<file path="config.mk">
export PLATFORM = sky130hd
export DESIGN_NAME = router_output_arbiter
export DESIGN_NICKNAME = d
export VERILOG_FILES = /design/src/rtl/router_pkg.sv /design/src/rtl/rr_arbiter.sv /design/src/rtl/router_output_arbiter.sv
export SDC_FILE = /design/constraint.sdc
export NUM_CORES = 1
export LEC_CHECK = 0
export CAP_MARGIN = 20
export CORE_MARGIN = 2
export CORE_UTILIZATION = 45
export CTS_CLUSTER_SIZE = 20
export DETAILED_ROUTE_END_ITERATION = 7
export MAX_ROUTING_LAYER = met4
export PLACE_DENSITY = 0.82
export SLEW_MARGIN = 15
export SYNTH_ARGS = -nofsm -noshare
export SYNTH_HDL_FRONTEND = slang
export SYNTH_SLANG_ARGS = --single-unit
</file>
<file path="constraint.sdc">
create_clock -name clk -period 10.15 [get_ports clk]
set_clock_uncertainty 0.1 [all_clocks]
set_input_delay 2.03 -clock clk [delete_from_list [all_inputs] [get_ports clk]]
set_output_delay 2.03 -clock clk [all_outputs]
set_load 0.05 [all_outputs]
</file>
<file path="src/rtl/router_pkg.sv">
`default_nettype none
// ============================================================================
// router_pkg : shared mesh-router constants and helpers
// Rev 1.0
// ============================================================================
package router_pkg;

  localparam int FLIT_W    = 64;
  localparam int NUM_VC    = 2;

  localparam int PORT_N    = 0;
  localparam int PORT_E    = 1;
  localparam int PORT_S    = 2;
  localparam int PORT_W    = 3;
  localparam int PORT_L    = 4;
  localparam int NUM_PORTS = 5;

  // Pointer width that stays legal for a single-input configuration.
  function automatic int ptr_width(input int n);
    return (n > 1) ? $clog2(n) : 1;
  endfunction

endpackage
`default_nettype wire

</file>
<file path="src/rtl/rr_arbiter.sv">
`default_nettype none
// ============================================================================
// rr_arbiter : combinational round-robin arbiter, search starts at ptr
// Rev 1.0
// ============================================================================
module rr_arbiter
  import router_pkg::*;
#(
  parameter int NUM_IN = NUM_PORTS,
  parameter int PTR_W  = ptr_width(NUM_IN)
) (
  input  logic [NUM_IN-1:0] req,
  input  logic [PTR_W-1:0]  ptr,
  input  logic              enable,
  output logic [NUM_IN-1:0] grant,
  output logic [PTR_W-1:0]  winner
);

  logic found;

  // The req loop is only entered when enabled, so X on req cannot leak out.
  always_comb begin
    grant  = '0;
    winner = '0;
    found  = 1'b0;
    if (enable) begin
      for (int k = 0; k < NUM_IN; k++) begin
        if (!found && req[(int'(ptr) + k) % NUM_IN]) begin
          grant[(int'(ptr) + k) % NUM_IN] = 1'b1;
          winner = PTR_W'((int'(ptr) + k) % NUM_IN);
          found  = 1'b1;
        end
      end
    end
  end

endmodule
`default_nettype wire

</file>
<file path="src/rtl/router_output_arbiter.sv">
`default_nettype none
// ============================================================================
// router_output_arbiter : per-output-port two-VC round-robin scheduler
// Rev 1.0
// ============================================================================
module router_output_arbiter #(
  parameter int NUM_IN = router_pkg::NUM_PORTS,
  parameter int FLIT_W = router_pkg::FLIT_W
) (
  input  logic                     clk,
  input  logic                     reset_n,
  input  logic                     polarity,
  input  logic [NUM_IN-1:0]        req,
  input  logic [NUM_IN*FLIT_W-1:0] data_in,
  input  logic                     out_ready,
  output logic [NUM_IN-1:0]        grant,
  output logic                     out_send,
  output logic [FLIT_W-1:0]        out_data,
  output logic                     out_polarity
);

  localparam int NUM_VC = router_pkg::NUM_VC;
  localparam int PTR_W  = router_pkg::ptr_width(NUM_IN);

  logic [NUM_VC-1:0][FLIT_W-1:0] slot_data;
  logic [NUM_VC-1:0]             slot_valid;
  logic [NUM_VC-1:0][PTR_W-1:0]  rr_ptr;

  logic              consume;
  logic              slot_free;
  logic              any_grant;
  logic [PTR_W-1:0]  winner;
  logic [FLIT_W-1:0] win_data;

  assign out_polarity = polarity;
  assign out_send     = slot_valid[polarity];
  assign out_data     = slot_valid[polarity] ? slot_data[polarity] : '0;
  assign consume      = out_send && out_ready;
  assign slot_free    = !slot_valid[polarity] || consume;
  assign any_grant    = |grant;

  rr_arbiter #(
    .NUM_IN (NUM_IN),
    .PTR_W  (PTR_W)
  ) u_rr_arbiter (
    .req    (req),
    .ptr    (rr_ptr[polarity]),
    .enable (reset_n && slot_free),
    .grant  (grant),
    .winner (winner)
  );

  always_comb begin
    win_data = '0;
    for (int i = 0; i < NUM_IN; i++) begin
      if (grant[i]) begin
        win_data = data_in[i*FLIT_W +: FLIT_W];
      end
    end
  end

  // Only the active VC's slot and pointer move; the other VC is frozen.
  always_ff @(posedge clk or negedge reset_n) begin
    if (!reset_n) begin
      slot_data  <= '0;
      slot_valid <= '0;
      rr_ptr     <= '0;
    end else if (any_grant) begin
      slot_data[polarity]  <= win_data;
      slot_valid[polarity] <= 1'b1;
      rr_ptr[polarity]     <= (winner == PTR_W'(NUM_IN - 1)) ? '0 : winner + PTR_W'(1);
    end else if (consume) begin
      slot_valid[polarity] <= 1'b0;
    end
  end

endmodule
`default_nettype wire

</file>
==> key figures <==
Outcome
  – Status: finished clean

Route
  – Via count: 10800
  – Detailed Routing Iterations Pass 1: 5
  – Met2 wire length: 18500 microns
  – Drt initial violations: 852
  – Top Layer Used: met4
  – Via density: 6.14
  – Met3 routed WL: 3270 microns
  – DRC Markers: 0
  – Post-Route WL: 38700 microns
  – Met1 wire length: 15700 microns
  – Wire per inst: 22.1 microns
  – Post-route ant nets: 0

Floorplanning
  – Core ar.: 22700 sq um
  – Starting Density: 0.460
  – Die area: 24400 sq um
  – Site Rows: 55
  – Die width: 156 microns
  – Die Span Y: 156 microns
  – Ports: 400

Final layout
  – Layout Cells excl Fill: 1752
  – Nets: 1812
  – Layout cells sized above 1: 0.153
  – Filler instances: 1816
  – # diodes: 0
  – Layout area overhead: 45.9%

Global routing
  – Global-route wire length before repair: 57700 microns
  – Largest net degree at the start of global routing: 72
  – Total GRT Usage: 0.312
  – Total gr overflow: 0
  – Vias in the first global route: 10500
  – Antenna violations before repair: 0

Critical path
  – CP startpoint kind: input port
  – Max FO, Critical Path: 21
  – CP Capture Type: output pin
  – Reg2reg end: slot_data[84]
  – WP data arrival: 6.71 ns
  – Max incr delay on CP: 0.73 ns
  – CP cell instances: buf_4 > mux2i_4 > ha_1 > inv_1 > ha_1 > nand2b_1 > ha_1 > nand2b_1 > nand3_1 > nor4bb_1 > and2_1 > nand2_1 > a221o_1 > nor4b_1 > o31ai_4 > inv_1 > buf_12
  – Critical-path top delay cell: nor4b_1
  – CP dominant cell by count: ha_1
  – Worst r2r src: rr_ptr[3]
  – Reg2Reg Setup Slack: 3.39 ns
  – CP required: 8.02 ns
  – Crit. Startpoint: polarity
  – Reg2reg path depth: 19
  – Crit Path Class: input port to output pin

Synthesis
  – Mapped cell area: 10400 sq um
  – Post-Synthesis Cells: 1110
  – Yosys warning total: 0
  – Ys flop type: dfrtp_1
  – Syn nets: 1466
  – Post-synth top area share: 0.326
  – Yosys reg bits: 136
  – Post-synth EDFFs: 0
  – Post-synth cell types: 82
  – Seq/Total Area, Yosys: 0.326
  – Async set-or-reset flop fraction in the synthesized netlist: 1.00
  – Syn Area/Cell: 9.41 sq um
  – Cell taking the most area after synthesis: dfrtp_1
  – Synth top area cells: dfrtp_1, mux2_2, mux2i_1

Worst hold path
  – Hold wc startpoint: rr_ptr[1]
  – Hold path cells: 1
  – Worst min-delay path class: register to register
  – WHS Endpoint: rr_ptr[1]

Clock network
  – Htree depth: 4
  – Postcts setup bufs: 0
  – CTS clk-pin slew, worst paths: 0.06 ns
  – TritonCTS clock tree: yes
  – Hold_buf cts: 0
  – Clock Latency Late Sink: 0.43 ns
  – Root Buffer: clkbuf_16
  – Clock Path Buffers: 2
  – Post-CTS sizing: 0
  – Clock Sink Count: 136
  – Num CTS Buffers: 17

Power and ir drop
  – Maximum vdd drop: 0.000256 V
  – Reg power frac: 0.148
  – NetSw: 2.90 mW
  – Combinational share of power: 0.745
  – Leakage: 6.35 nW
  – Clock power share: 0.107
  – PD cells: 381 nW/um^2
  – Internal cell power: 2.90 mW
  – Sw frac: 0.500

Job
  – Max-cap violation count: 0

STA
  – Min Tclk post-route: 8.84 ns
  – Final worst path period share: 0.870
  – Measured slew at the worst slew-check pin: 0.828 ns
  – Hold Violations, Final: 0
  – F_max: 113 MHz
  – # setup viols final: 0
  – Slew margin rel.: 0.432
  – RSZ-0062 raised after global routing: false
  – Setup TNS: 0 ns
  – Slew Limit Fails: 0

Placement
  – Post-DP HPWL: 28500 microns
  – Cells after DPL: 1722
  – RD Place Congestion: 0.979
  – Number of buffers added on ports: 399
critical path: cells and delay by family:
family / cells / cell delay, ns
and+or+nand+nor: 7 / 2.10
adders and majority gates: 3 / 0.90
muxes: 1 / 0.63
AOI/OAI and AO/OA: 2 / 0.57
buffers and inverters: 4 / 0.45
power groups by stage:
stage	Clock [mW]	Combinational, mW	Sequential (mW)
2_1_floorplan	0	3.11	0.827
3_3_place_gp	0	4.20	0.847
3_5_place_dp	0	4.27	0.860
4_1_cts	0.631	4.30	0.857
5_1_grt	0.654	4.62	0.878
6_report	0.622	4.32	0.858
metal layers:
metal / global-route usage / up-vias
li1: - / 4916
met1: 0.377 / 5222
met2: 0.512 / 535
met3: 0.0692 / 82
met4: 0.114 / 0
met5: - / -
flip-flops by register name, indices dropped and copies added (netlist names), named ones only:
name       cells
rr_ptr         6
slot_data    128
cells in the mapped netlist (3+ instances only):
library cell	n
a211oi_1	3
inv_2	3
mux2i_1	84
or3_1	6
a211o_1	4
nor2_1	98
and2_1	4
buf_1	7
a21oi_1	21
nor4_1	6
buf_2	29
a22oi_1	4
nor3_1	7
a22o_1	3
o31ai_1	7
mux2_4	33
nand4_1	4
buf_4	7
o211ai_1	7
ha_1	26
buf_6	7
nor3b_1	3
a31oi_1	71
and3_1	3
clkbuf_1	52
o22ai_1	69
xnor2_1	7
inv_1	28
dfrtp_1	136
nor4b_1	3
or4_1	4
a21o_1	5
nand2b_1	5
mux2_2	97
nand2_1	98
nand3_1	20
o21ai_0	17
a32oi_1	66
layout by cell type, fill, tap and decap left out, drive strengths merged, types with 5 or more instances in the layout:
| master | instances |
|---|---|
| o211ai | 8 |
| mux2 | 132 |
| a21o | 5 |
| clkdlybuf4s50 | 392 |
| o22ai | 69 |
| clkinv | 5 |
| dfrtp | 136 |
| a32oi | 66 |
| xnor2 | 9 |
| inv | 31 |
| o21ai | 19 |
| nor4 | 7 |
| mux2i | 86 |
| nor3 | 7 |
| ha | 26 |
| clkbuf | 21 |
| o31ai | 7 |
| buf | 39 |
| nand2 | 99 |
| nor2 | 98 |
| a31oi | 72 |
| nand3 | 21 |
| nand2b | 5 |
| or3 | 7 |
| a21oi | 22 |
per-stage QoR:
| step | util | hold WS, ns | setup slack, ns | power, mW | area, sq um |
|---|---|---|---|---|---|
| after global placement | 0.645 | 0.367 | 1.54 | 5.05 | 14700 |
| after floorplan | - | 0.344 | 0.862 | 3.94 | 10400 |
| after CTS | 0.671 | 0.402 | 1.41 | 5.79 | 15200 |
| after global routing | 0.671 | 0.410 | 1.11 | 6.15 | 15200 |
| after detailed placement | 0.645 | 0.387 | 1.43 | 5.13 | 14700 |
| final | 0.671 | 0.394 | 1.31 | 5.80 | 15200 |
how the worst max path moves through the flow:
| stage | end | cells after the start | slack, ns |
|---|---|---|---|
| after global placement | grant[1] | 18 | 1.54 |
| after CTS | grant[1] | 18 | 1.41 |
| final | grant[3] | 17 | 1.31 |
| after detailed placement | grant[3] | 17 | 1.43 |
| after floorplan | grant[4] | 20 | 0.86 |
| after global routing | grant[1] | 18 | 1.11 |
layout make-up:
| class | instances | area (sq um) | share of cell area |
|---|---|---|---|
| multi-input cells | 838 | 6460 | 0.424 |
| repair buffers | 431 | 4310 | 0.283 |
| flip-flops and latches | 136 | 3400 | 0.223 |
| clock buffers | 21 | 460 | 0.0302 |
| well taps | 285 | 357 | 0.0234 |
| clock inverters | 9 | 125 | 0.00821 |
| inverters | 32 | 120 | 0.00788 |
cell families after synthesis:
| logic type | share of synthesized area |
|---|---|
| fa+ha+maj | 0.0331 |
| flops | 0.326 |
| xor+xnor | 0.00899 |
| simple gates | 0.118 |
| mux | 0.238 |
| buf+inv | 0.0621 |
| compound gates | 0.214 |
(Power assumes the default switching activity.)
